--- src/rtl/neuron_pkg.sv ---
// neuron_pkg
//   Shared definitions for the layer scheduler: default geometry, the
//   scheduler state encoding and the Q5.11 most-negative constant.
package neuron_pkg;

  localparam int N_DEF       = 16;  // Q5.11 signed word
  localparam int NUM_NEU_DEF = 4;   // neurons per layer
  localparam int NEU_W_DEF   = 2;   // clog2(NUM_NEU_DEF)
  localparam int TIMEOUT_DEF = 64;  // engine response limit in cycles

  typedef enum logic [1:0] {
    ST_IDLE   = 2'd0,
    ST_LAUNCH = 2'd1,
    ST_WAIT   = 2'd2,
    ST_OUTPUT = 2'd3
  } state_t;

  // Most-negative Q5.11 value; seeds the argmax so any real result wins.
  localparam logic signed [15:0] Q5_11_MOST_NEG = 16'sh8000;

endpackage

--- src/rtl/neuron_layer_sched_watchdog.sv ---
// sched_watchdog
//   Engine-response watchdog. Counts enabled cycles while inc=1, returns to
//   zero on clr (clr has priority) and saturates at TIMEOUT-1.
//   Ports:
//     clk, rst     clock / synchronous active-high reset
//     ena          global enable, 0 = counter holds
//     clr          zero the counter
//     inc          count this cycle
//     expire       counter has reached TIMEOUT-1
module sched_watchdog #(
  parameter int TIMEOUT = 64
) (
  input  logic clk,
  input  logic rst,
  input  logic ena,
  input  logic clr,
  input  logic inc,
  output logic expire
);

  localparam int W = $clog2(TIMEOUT);
  localparam logic [W-1:0] LAST = W'(TIMEOUT - 1);

  logic [W-1:0] count_q;
  logic [W-1:0] count_d;

  always_comb begin
    count_d = count_q;
    if (clr) begin
      count_d = '0;
    end else if (inc && (count_q != LAST)) begin
      count_d = count_q + 1'b1;
    end
  end

  always_ff @(posedge clk) begin
    if (rst) begin
      count_q <= '0;
    end else if (ena) begin
      count_q <= count_d;
    end
  end

  assign expire = (count_q == LAST);

endmodule

--- src/rtl/neuron_layer_sched.sv ---
// neuron_layer_sched
//   Runs one shared single-neuron engine over NUM_NEU neurons for each
//   accepted input word, collects the results in a layer buffer and reports
//   the index of the largest (signed) result.
//   Ports:
//     clk, rst, ena            clock, synchronous active-high reset, enable
//     in_valid/in_ready/in_data   input word handshake
//     eng_start/eng_sel/eng_data  engine launch: pulse, neuron index, word
//     eng_res/eng_rdy             engine result and its 1-cycle strobe
//     out_valid/out_ready         layer result handshake
//     out_data                    buf[k] at bits [k*N +: N]
//     out_max                     index of the largest result
//     busy                        scheduler not idle
//     err_timeout                 sticky: engine failed to answer in time
module neuron_layer_sched
  import neuron_pkg::*;
#(
  parameter int N       = N_DEF,
  parameter int NUM_NEU = NUM_NEU_DEF,
  parameter int NEU_W   = NEU_W_DEF,
  parameter int TIMEOUT = TIMEOUT_DEF
) (
  input  logic                 clk,
  input  logic                 rst,
  input  logic                 ena,
  input  logic                 in_valid,
  output logic                 in_ready,
  input  logic [N-1:0]         in_data,
  output logic                 eng_start,
  output logic [NEU_W-1:0]     eng_sel,
  output logic [N-1:0]         eng_data,
  input  logic [N-1:0]         eng_res,
  input  logic                 eng_rdy,
  output logic                 out_valid,
  input  logic                 out_ready,
  output logic [N*NUM_NEU-1:0] out_data,
  output logic [NEU_W-1:0]     out_max,
  output logic                 busy,
  output logic                 err_timeout
);

  // Equals Q5_11_MOST_NEG at the default width.
  localparam logic [N-1:0]     MOST_NEG = {1'b1, {(N-1){1'b0}}};
  localparam logic [NEU_W-1:0] LAST_IDX = NEU_W'(NUM_NEU - 1);

  state_t           state_q, state_d;
  logic [NEU_W-1:0] idx_q, idx_d;
  logic [N-1:0]     data_q, data_d;
  logic [N-1:0]     max_q, max_d;
  logic [NEU_W-1:0] out_max_q, out_max_d;
  logic             err_q, err_d;
  logic [N-1:0]     buf_q [NUM_NEU];
  logic [N-1:0]     buf_d [NUM_NEU];

  logic wd_clr;
  logic wd_inc;
  logic wd_expire;

  // The timer is zero on entry to LAUNCH and keeps counting through LAUNCH
  // and WAIT, so a missing response raises err_timeout exactly TIMEOUT
  // cycles after the launch. It restarts on every accepted result.
  assign wd_clr = (state_q == ST_IDLE) || (state_q == ST_OUTPUT) ||
                  ((state_q == ST_WAIT) && eng_rdy);
  assign wd_inc = (state_q == ST_LAUNCH) || (state_q == ST_WAIT);

  sched_watchdog #(
    .TIMEOUT (TIMEOUT)
  ) u_watchdog (
    .clk    (clk),
    .rst    (rst),
    .ena    (ena),
    .clr    (wd_clr),
    .inc    (wd_inc),
    .expire (wd_expire)
  );

  // ---------------------------------------------------------------- state reg
  always_ff @(posedge clk) begin
    if (rst) begin
      state_q   <= ST_IDLE;
      idx_q     <= '0;
      data_q    <= '0;
      max_q     <= '0;
      out_max_q <= '0;
      err_q     <= 1'b0;
      for (int k = 0; k < NUM_NEU; k++) begin
        buf_q[k] <= '0;
      end
    end else if (ena) begin
      state_q   <= state_d;
      idx_q     <= idx_d;
      data_q    <= data_d;
      max_q     <= max_d;
      out_max_q <= out_max_d;
      err_q     <= err_d;
      for (int k = 0; k < NUM_NEU; k++) begin
        buf_q[k] <= buf_d[k];
      end
    end
  end

  // --------------------------------------------------------------- next state
  always_comb begin
    state_d = state_q;
    case (state_q)
      ST_IDLE:   if (in_valid) state_d = ST_LAUNCH;
      ST_LAUNCH: state_d = ST_WAIT;
      ST_WAIT: begin
        // A result arriving in the expiry cycle still counts.
        if (eng_rdy) begin
          state_d = (idx_q == LAST_IDX) ? ST_OUTPUT : ST_LAUNCH;
        end else if (wd_expire) begin
          state_d = ST_IDLE;
        end
      end
      ST_OUTPUT: if (out_ready) state_d = ST_IDLE;
      default:   state_d = ST_IDLE;
    endcase
  end

  // ----------------------------------------------------------------- datapath
  always_comb begin
    idx_d     = idx_q;
    data_d    = data_q;
    max_d     = max_q;
    out_max_d = out_max_q;
    err_d     = err_q;
    for (int k = 0; k < NUM_NEU; k++) begin
      buf_d[k] = buf_q[k];
    end

    case (state_q)
      ST_IDLE: begin
        if (in_valid) begin
          data_d    = in_data;
          idx_d     = '0;
          max_d     = MOST_NEG;
          out_max_d = '0;
        end
      end
      ST_WAIT: begin
        if (eng_rdy) begin
          buf_d[idx_q] = eng_res;
          // Strict compare: on a tie the earlier neuron keeps the argmax.
          if ($signed(eng_res) > $signed(max_q)) begin
            max_d     = eng_res;
            out_max_d = idx_q;
          end
          if (idx_q != LAST_IDX) begin
            idx_d = idx_q + 1'b1;
          end
        end else if (wd_expire) begin
          // Partial results stay in the buffer; no result is presented.
          err_d = 1'b1;
        end
      end
      default: ;
    endcase
  end

  // ------------------------------------------------------------------ outputs
  always_comb begin
    in_ready    = (state_q == ST_IDLE);
    eng_start   = (state_q == ST_LAUNCH);
    out_valid   = (state_q == ST_OUTPUT);
    busy        = (state_q != ST_IDLE);
    eng_sel     = idx_q;
    eng_data    = data_q;
    out_max     = out_max_q;
    err_timeout = err_q;
  end

  for (genvar gi = 0; gi < NUM_NEU; gi++) begin : g_out_pack
    assign out_data[gi*N +: N] = buf_q[gi];
  end

endmodule

--- config.mk ---
export PLATFORM = sky130hd
export DESIGN_NAME = neuron_layer_sched
export DESIGN_NICKNAME = d
export VERILOG_FILES = /design/src/rtl/neuron_pkg.sv /design/src/rtl/neuron_layer_sched_watchdog.sv /design/src/rtl/neuron_layer_sched.sv
export SDC_FILE = /design/constraint.sdc
export NUM_CORES = 1
export LEC_CHECK = 0
export BUFFER_PORTS_ARGS = -buffer_cell sky130_fd_sc_hd__buf_4
export CAP_MARGIN = 20
export CORE_MARGIN = 2
export CORE_UTILIZATION = 30
export CTS_CLUSTER_DIAMETER = 80
export DETAILED_ROUTE_END_ITERATION = 10
export PLACE_DENSITY = 0.59
export SLEW_MARGIN = 25
export SYNTH_ARGS = -nofsm -noshare
export SYNTH_HDL_FRONTEND = slang
export SYNTH_SLANG_ARGS = --single-unit
--- constraint.sdc ---
create_clock -name clk -period 13.95 [get_ports clk]
set_input_delay 2.79 -clock clk [delete_from_list [all_inputs] [get_ports clk]]
set_output_delay 2.79 -clock clk [all_outputs]
set_load 0.01 [all_outputs]
==> metrics.cfg <==
[status]
status = finished clean

[grt]
grt_pass1_vias = 3807
grt_first_pass_wirelength_microns = 20300
grt_overflow = 0
antenna_found_initial = 0
grt_max_degree = 65
grt_use_total = 0.142

[drt]
vias = 3861
drc = 0
wl_per_cell_microns = 15.5
drt-total-wl_microns = 13000
ant_nets = 0
routed_via_density = 4.60
drt_iter0_markers = 162
dr.pass1.iters = 4

[die]
die_width_microns = 136
die_area_sq_um = 18400
die_h_microns = 136
ios = 127
start_util = 0.304
rows = 48
core_area_sq_um = 17100

[finish]
nets = 673
n_antenna_cell = 0
fin_cells = 840
fin_util = 0.391
layout-area-overhead-vs-synth_pct = 28.3
drive_gt1_frac = 0.254

[place]
port_buffers = 126
dp.cells = 824
globalplace.congestion = 0.766
hpwl_microns = 9050

[yosys]
syn_area_sq_um = 5210
synth-seq-cells = 109
ys_seq_area_frac = 0.542
yosys_warnings = 0
synth.avg_cell_area_sq_um = 10.5
yosys-top-cells-area = edfxtp_1 37%, dfxtp_1 17%, mux2i_1 16%, ha_1 6.0%, nor2_1 5.8%
async_flop_share = 0
synth_area_leader_cell = edfxtp_1
synth.net_count = 557
synthCells = 494
ys_types = 32
ys.flop_type = edfxtp_1
yosysTopAreaCellShare = 0.369
synth_edf_count = 64

[sta]
rsz0062_at_grt = false
hold_viol = 0
report.final.slew_viol_count = 0
final.setup.tns_ns = 0
setup_viol = 0
period_share = 0.342
fin_worst_skew_ns = 0.0138
worstMarginPinSlew_ns = 0.859
worst_slew_margin_rel = 0.428
min_period_ns = 4.77
fmax_mhz = 210

[worst_hold_path]
hold_path_class = reg -> reg
hold_depth = 2
hold_start = eng_data[10]
min_to = eng_data[10]

[clocking]
cts_sinks = 109
clock_latency_ns = 0.36
cts_buffers = 9
postCtsResizedCells = 0
clockRootBuffer = clkbuf_16
ctsHoldBuffers = 0
clk_path_buf_depth = 2
clk_pin_slew_worst_paths_ns = 0.08
ctsHtreeMaxLevel = 3
cts_tree = done
postCtsSetupRepairBufs = 0

[setup_path]
cp-start-kind = primary input
cp-end-kind = register
worstSetupPathType = in -> reg
cp_slowest_cell = nand4bb_1
cpPeakStageDelay_ns = 0.40
r2r-start = state_q[0]
r2r_cells = 7
crit_fanout = 12
required_ns = 14.19
crit_chain = buf_4 -> ha_1 -> nand4_1 -> nor4_1 -> a211oi_1 -> nand4_1 -> nand4bb_1 -> buf_4 -> mux2i_1
arrival_ns = 5.00
r2r_setup_slack_ns = 11.21
reg2reg_to = max_q[6]

[power]
power_uw = 717
peakVddDrop_v = 0.0000609
power.leakage_nw = 2.76
power_density_nw_per_um2 = 107

[flow_run]
drv_cap = 0

[layer usage]
metal / wire length (microns) / vias to the layer above / GRT usage
met4: 221 / 0 / 0.0480
met1: 6020 / 1808 / 0.191
met3: 701 / 16 / 0.0355
met2: 6080 / 112 / 0.225
li1: - / 1925 / -
met5: 0 / - / 0
[worst max-delay path: cells and delay by family]
family | cells | cell delay, ns
compound gates | 1 | 0.15
simple gates | 4 | 1.07
mux | 1 | 0.14
fa+ha+maj | 1 | 0.32
buf+inv | 2 | 0.52
[worst max-delay path by stage]
stage	start	endpoint	slack (ns)
floorplan	ena	u_watchdog.count_q[1]	7.37
global placement	eng_res[15]	out_max[1]	8.86
detailed placement	eng_res[15]	max_q[6]	8.82
CTS	eng_res[15]	max_q[6]	9.18
global route	eng_res[15]	out_max[0]	9.00
finish	eng_res[15]	max_q[6]	9.18
[report_power, final]
group	internal [mW]	switching (mW)	total, mW
registers	0.356	0.00965	0.366
logic	0.0419	0.0500	0.0919
clock network	0.127	0.132	0.260
[layout make-up]
| class | instances | area, sq um |
|---|---|---|
| fillers | 1674 | 10400 |
| flip-flops and latches | 109 | 2820 |
| multi-input cells | 334 | 2200 |
| repair buffers | 132 | 991 |
| well taps | 225 | 282 |
| clock buffers | 9 | 225 |
| inverters | 24 | 90.1 |
| clock inverters | 7 | 77.6 |
[flip-flops by register name, summed over array words and instances, names as in the netlist]
| name | count |
|---|---|
| eng_sel | 2 |
| out_max | 2 |
| max_q | 16 |
| buf_q | 64 |
| eng_data | 16 |
| err_timeout | 1 |
| u_watchdog.count_q | 6 |
| state_q | 2 |
[cells in the final DEF, fill, tap and decap left out, drive strengths merged]
cell type	count
ha	25
a2111oi	1
a311oi	1
nor3	2
a211oi	1
clkinv	3
nand2	76
xor2	5
edfxtp	64
nand4bb	1
o221ai	1
mux2i	82
a21oi	25
nor2	81
a31oi	2
nand2b	1
inv	27
nor2b	4
or4	1
buf	132
nand4	6
nand3	5
and3	4
a22oi	1
mux2	1
nor3b	1
o21bai	3
a21o	3
clkbuf	9
clkinvlp	1
dfxtp	45
nor4	1
[logic make-up after synthesis]
family                   after synthesis  synth area share
XOR/XNOR                               5           0.00840
AO/OA/AOI/OAI                         38            0.0430
AND/OR/NAND/NOR                      183             0.146
multiplexers                          83             0.160
flip-flops                           109             0.542
buffers and inverters                 51            0.0411
adder cells (fa/ha/maj)               25            0.0600
[synthesized netlist by cell type (6+ instances only)]
cell type,instances
nor2_1,81
mux2i_1,82
nand2_1,76
nand4_1,6
edfxtp_1,64
buf_1,10
dfxtp_1,45
clkbuf_1,14
ha_1,25
a21oi_1,25
inv_1,24
[per-stage QoR]
| stage | hold slack, ns | setup slack [ns] | cell area (sq um) |
|---|---|---|---|
| finish | 0.460 | 9.18 | 6690 |
| global route | 0.472 | 9.00 | 6690 |
| CTS | 0.464 | 9.18 | 6680 |
| detailed placement | 0.452 | 8.82 | 6380 |
| global placement | 0.444 | 8.86 | 6370 |
| floorplan | 0.438 | 7.37 | 5210 |
Power figures use the tool's default switching activity.
